## src/rtl/flow_cond_fsm.sv

```systemverilog
// -----------------------------------------------------------------------------
// flow_cond_fsm
//
// Flow-control conditioning FSM for a set of monitored FIFOs. Thresholds are
// latched while in INIT and then held for the interconnect. The FSM tracks
// whether the FIFOs are idle or active, and records FIFO errors.
//
// States: RESET -> INIT -> IDLE <-> ACTIVE, with IDLE/ACTIVE -> ERROR.
// ERROR is left only through INIT (init=1) or reset.
//
// Optional feature macro: FLOW_COND_ERR_COUNT_EN
//   defined   : err_count counts IDLE/ACTIVE -> ERROR entries, saturating at
//               255, and is cleared only by reset.
//   undefined : err_count is tied to 0.
//
// Ports
//   clk           : clock, all state updates on the rising edge
//   reset_L       : asynchronous reset, active low
//   init          : request (re)configuration
//   thr_high_in   : packed high thresholds, FIFO i at [i*THR_W +: THR_W]
//   thr_low_in    : packed low thresholds, same packing
//   fifo_empty    : per-FIFO empty flags
//   fifo_error    : per-FIFO overflow/underflow error pulses
//   thr_high_out  : latched high thresholds
//   thr_low_out   : latched low thresholds
//   idle_out      : state is IDLE
//   active_out    : state is ACTIVE
//   error_out     : state is ERROR
//   error_full    : sticky per-FIFO error record
//   cfg_err       : some latched channel has low >= high
//   err_count     : error-entry counter
// -----------------------------------------------------------------------------
module flow_cond_fsm #(
    parameter int NUM_FIFO = 5,
    parameter int THR_W    = 4
) (
    input  logic                      clk,
    input  logic                      reset_L,
    input  logic                      init,
    input  logic [NUM_FIFO*THR_W-1:0] thr_high_in,
    input  logic [NUM_FIFO*THR_W-1:0] thr_low_in,
    input  logic [NUM_FIFO-1:0]       fifo_empty,
    input  logic [NUM_FIFO-1:0]       fifo_error,
    output logic [NUM_FIFO*THR_W-1:0] thr_high_out,
    output logic [NUM_FIFO*THR_W-1:0] thr_low_out,
    output logic                      idle_out,
    output logic                      active_out,
    output logic                      error_out,
    output logic [NUM_FIFO-1:0]       error_full,
    output logic                      cfg_err,
    output logic [7:0]                err_count
);

    typedef enum logic [2:0] {
        ST_RESET  = 3'd0,
        ST_INIT   = 3'd1,
        ST_IDLE   = 3'd2,
        ST_ACTIVE = 3'd3,
        ST_ERROR  = 3'd4
    } state_t;

    state_t state_reg;
    state_t state_next;

    logic [NUM_FIFO*THR_W-1:0] thr_high_reg;
    logic [NUM_FIFO*THR_W-1:0] thr_low_reg;
    logic                      cfg_err_reg;
    logic [NUM_FIFO-1:0]       error_full_reg;

    // Per-channel configuration check on the live inputs (unsigned compare).
    logic [NUM_FIFO-1:0] chan_bad;

    generate
        for (genvar gi = 0; gi < NUM_FIFO; gi++) begin : g_chan
            assign chan_bad[gi] = (thr_low_in[gi*THR_W +: THR_W] >=
                                   thr_high_in[gi*THR_W +: THR_W]);
        end
    endgenerate

    logic cfg_bad;
    logic any_err;
    logic all_empty;
    logic enter_init;
    logic in_run;

    assign cfg_bad   = |chan_bad;
    assign any_err   = |fifo_error;
    assign all_empty = &fifo_empty;
    assign in_run    = (state_reg == ST_IDLE) || (state_reg == ST_ACTIVE) ||
                       (state_reg == ST_ERROR);
    assign enter_init = (state_next == ST_INIT) && (state_reg != ST_INIT);

    // State register.
    always_ff @(posedge clk or negedge reset_L) begin
        if (!reset_L) begin
            state_reg <= ST_RESET;
        end else begin
            state_reg <= state_next;
        end
    end

    // Next-state logic and one-hot state decode.
    always_comb begin
        state_next = state_reg;
        idle_out   = 1'b0;
        active_out = 1'b0;
        error_out  = 1'b0;
        case (state_reg)
            ST_RESET: begin
                state_next = ST_INIT;
            end
            ST_INIT: begin
                if (!init && !cfg_bad) state_next = ST_IDLE;
            end
            ST_IDLE: begin
                idle_out = 1'b1;
                // Error beats init, init beats the activity check.
                if (any_err)          state_next = ST_ERROR;
                else if (init)        state_next = ST_INIT;
                else if (!all_empty)  state_next = ST_ACTIVE;
            end
            ST_ACTIVE: begin
                active_out = 1'b1;
                if (any_err)          state_next = ST_ERROR;
                else if (init)        state_next = ST_INIT;
                else if (all_empty)   state_next = ST_IDLE;
            end
            ST_ERROR: begin
                error_out = 1'b1;
                if (init) state_next = ST_INIT;
            end
            default: begin
                state_next = ST_RESET;
            end
        endcase
    end

    // Thresholds and cfg_err are sampled only while in INIT, held elsewhere.
    always_ff @(posedge clk or negedge reset_L) begin
        if (!reset_L) begin
            thr_high_reg <= '0;
            thr_low_reg  <= '0;
            cfg_err_reg  <= 1'b0;
        end else if (state_reg == ST_INIT) begin
            thr_high_reg <= thr_high_in;
            thr_low_reg  <= thr_low_in;
            cfg_err_reg  <= cfg_bad;
        end
    end

    // Sticky error record. Clearing on entry to INIT takes priority, so an
    // init in ERROR wipes the record even if an error pulse arrives with it.
    always_ff @(posedge clk or negedge reset_L) begin
        if (!reset_L) begin
            error_full_reg <= '0;
        end else if (enter_init) begin
            error_full_reg <= '0;
        end else if (in_run) begin
            error_full_reg <= error_full_reg | fifo_error;
        end
    end

`ifdef FLOW_COND_ERR_COUNT_EN
    logic       err_entry;
    logic [7:0] err_count_reg;

    assign err_entry = (state_next == ST_ERROR) &&
                       ((state_reg == ST_IDLE) || (state_reg == ST_ACTIVE));

    // Saturating counter; init does not clear it.
    always_ff @(posedge clk or negedge reset_L) begin
        if (!reset_L) begin
            err_count_reg <= 8'd0;
        end else if (err_entry && (err_count_reg != 8'hFF)) begin
            err_count_reg <= err_count_reg + 8'd1;
        end
    end

    assign err_count = err_count_reg;
`else
    assign err_count = 8'd0;
`endif

    assign thr_high_out = thr_high_reg;
    assign thr_low_out  = thr_low_reg;
    assign cfg_err      = cfg_err_reg;
    assign error_full   = error_full_reg;

endmodule
```

## config.mk

```make
export PLATFORM = sky130hd
export DESIGN_NAME = flow_cond_fsm
export DESIGN_NICKNAME = d
export VERILOG_FILES = /design/src/rtl/flow_cond_fsm.sv
export SDC_FILE = /design/constraint.sdc
export NUM_CORES = 1
export LEC_CHECK = 0
export CAP_MARGIN = 40
export CORE_MARGIN = 2
export CORE_UTILIZATION = 40
export DETAILED_ROUTE_END_ITERATION = 10
export GPL_ROUTABILITY_DRIVEN = 0
export MAX_ROUTING_LAYER = met4
export PLACE_DENSITY = 0.84
export SETUP_SLACK_MARGIN = 0.1
export SYNTH_ARGS = -nofsm -noshare
export SYNTH_HDL_FRONTEND = slang
export SYNTH_SLANG_ARGS = --single-unit
```

## constraint.sdc

```tcl
create_clock -name clk -period 2.5 [get_ports clk]
set_input_delay 0.5 -clock clk [delete_from_list [all_inputs] [get_ports clk]]
set_output_delay 0.5 -clock clk [all_outputs]
set_load 0.03 [all_outputs]
```

==> summary.md <==
| Metric | Value |
|---|---|
| Clk buf depth | 2 |
| Initial drt markers | 79 |
| Mapped Cells | 199 |
| Core ar. | 5890 um2 |
| Initial core utilization | 41.2% |
| Drt pass-1 iters | 4 |
| Number of global-route vias before repair | 1,893 |
| Reg clk slew, reported paths | 0.10 ns |
| Wire length per cell | 14.5 um |
| Min-delay worst type | in -> async |
| Slew headroom | 50.2% |
| Arr. time, crit path | 2.59 ns |
| DRC | 0 |
| DP Area | 3530 um2 |
| Nets | 382 |
| Commonest non-fill, non-tap cells in the layout | 89 x clkdlybuf4s50_1, 49 x dfrtp_1, 40 x mux2_2, 20 x inv_1, 15 x ha_1 |
| Buf+Inv Stages, Crit Path | 2 |
| Largest net degree at the start of global routing | 34 |
| Slew at the pin closest to its max-slew limit | 0.747 ns |
| Crit-path leading delay family | simple AND/OR/NAND/NOR gates |
| Area Growth Syn to Fin | 53.2% |
| Fmax | 415 MHz |
| CTS tree | built |
| Fin area | 3710 um2 |
| Leak Pwr | 1.74 nW |
| Part of the cycle the worst path needs | 96.4% |
| Setup Buffers After CTS | 0 |
| Initial antenna violation count | 0 |
| Commonest non-fill, non-tap cell in the layout | clkdlybuf4s50_1 |
| CP max stage delay | 0.56 ns |
| Die Y | 81.8 um |
| Sequential fraction of the synthesis area | 50.6% |
| CP required | 2.68 ns |
| Setup Skew | 0.0122 ns |
| Worst skew pair latency | 0.30 ns |
| Crit. End Element | register |
| Die width | 81.8 um |
| Via count | 1,881 |
| Final WL | 5590 um |
| Max Cap Viol | 0 |
| Final count of hold timing violations | 0 |
| Num CTS Buffers | 5 |
| Post-layout util | 63.1% |
| Via density | 4.89 |
| Leading area contributor after synthesis | dfrtp_1 |
| Most used flip-flop cell after synthesis | dfrtp_1 |
| Status | finished clean |
| Yosys reg bits | 49 |
| Crit start category | input port |
| Clock sink count | 49 |
| I/O pin count | 110 |
| Die area | 6700 um2 |
| RSZ-0062 raised after global routing | yes |
| Synthesized area | 2420 um2 |
| CP max stage cell | or4_4 |
| Yosys Warn Count | 0 |
| Post-DP HPWL | 4290 um |
| Crit Path Class | in -> reg |
| Max-slew violations | 0 |
| Final min period | 2.41 ns |
| # setup viols final | 0 |
| Crit-path cells | clkdlybuf4s50_1 -> inv_1 -> ha_1 -> a211oi_4 -> o2111ai_2 -> or4_4 -> mux2_4 |
| CP Max Fanout | 3 |
| # rows | 28 |
| Root buffer cell | clkbuf_8 |
| Layout cell share with drive strength beyond 1 | 22.6% |
| Worst VDD drop | 0.000395 V |
| CTS Hold Buffers Added | 0 |
| Diode count | 0 |
| EDFF count, synth | 0 |
| Async S/R FF share, synth | 100% |
| Power, Total | 0.00255 W |
| GR Overflow Total | 0 |
| Avg Inst Size Synth | 12.2 um2 |
| Gr usage total | 17.1% |
| First-pass GRT wire length | 8490 um |
| Input/output buffers | 101 |
| Yosys top cell area share | 50.6% |
| Cell Pwr Density | 687 nW/um2 |
| Setup_tns | 0 ns |
| Netlist cell types | 30 |
| H-tree levels | 2 |
| Area contributors post-synth | dfrtp_1 51%, mux2_2 19%, ha_1 10% |
| ANT nets after route | 0 |
## layer usage
metal  part of all wire (%)  wire length [um]  vias to the layer above  track usage [%]
li1                       -                 -                      902                -
met1                     40              2240                      904             19.5
met2                     51              2860                       71             29.9
met3                    7.9               439                        4             4.40
met4                   0.79                44                        0             4.50
met5                      0                 0                        -                -
## cell usage after synthesis (2+ instances only)
cell type,count
a211oi_1,2
nand2b_1,4
mux2_2,40
ha_1,20
a21oi_1,10
nor2_1,10
buf_2,4
buf_4,8
o22ai_1,3
dfrtp_1,49
and2_1,2
o211ai_1,2
nand2_1,5
inv_1,22
o21ai_0,3
## layout make-up
| class | instances | area (um2) |
|---|---|---|
| Fill cell | 506 | 2170 |
| Sequential cell | 49 | 1230 |
| Multi-Input combinational cell | 123 | 1140 |
| Timing Repair Buffer | 108 | 1090 |
| Tap cell | 75 | 93.8 |
| Inverter | 22 | 82.6 |
| Clock buffer | 7 | 76.3 |
| Clock inverter | 1 | 7.51 |
## where the power goes
part | switching [W] | internal (W)
clock network | 0.000252 | 0.000198
logic | 0.000568 | 0.000518
registers | 0.0000766 | 0.000938
total | 0.000896 | 0.00165
## timing repair
action / 4_1_cts / 5_1_grt
pin swaps: 6 / 5
endpoints found under the setup margin: 3 / 3
gates resized for setup: 3 / 20
## through the flow
| step | instances | hold WS [ns] | setup slack, ns |
|---|---|---|---|
| detailed placement | 377 | 0.485 | -0.358 |
| global route | 385 | 0.299 | 0.0615 |
| finish | 385 | 0.254 | 0.0894 |
| CTS | 385 | 0.272 | 0.108 |
| floorplan | 206 | 0.204 | 0.302 |
| global placement | 377 | 0.477 | -0.323 |
## worst register-to-register path, cell delays in order (launching register included)
cell and delay, ns:
dfrtp_1 0.45, nor3b_4 0.23, buf_4 0.34, mux2_2 0.40
## worst paths after layout
| check | to | cells past startpoint | start | slack (ns) |
|---|---|---|---|---|
| worst max-delay path | cfg_err | 7 | thr_high_in[1] | 0.09 |
| worst min-delay path | thr_high_out[13] | 1 | reset_L | 0.25 |
| min in group clk | thr_high_out[10] | 2 | thr_high_in[10] | 0.48 |
| worst max register to register | thr_high_out[6] | 3 | state_reg[1] | 0.96 |
| max in group asynchronous | thr_low_out[18] | 2 | reset_L | 1.58 |
| worst min register to register | error_full[2] | 2 | error_full[2] | 0.50 |
## kinds of logic after synthesis
group | synth area share (%)
AO/OA/AOI/OAI | 6.25
flip-flops | 50.6
multiplexers | 19.2
adder cells (fa/ha/maj) | 10.7
buffers and inverters | 6.71
other | 0.155
AND/OR/NAND/NOR | 6.35
Note: power is estimated with default switching activity, not from simulation.
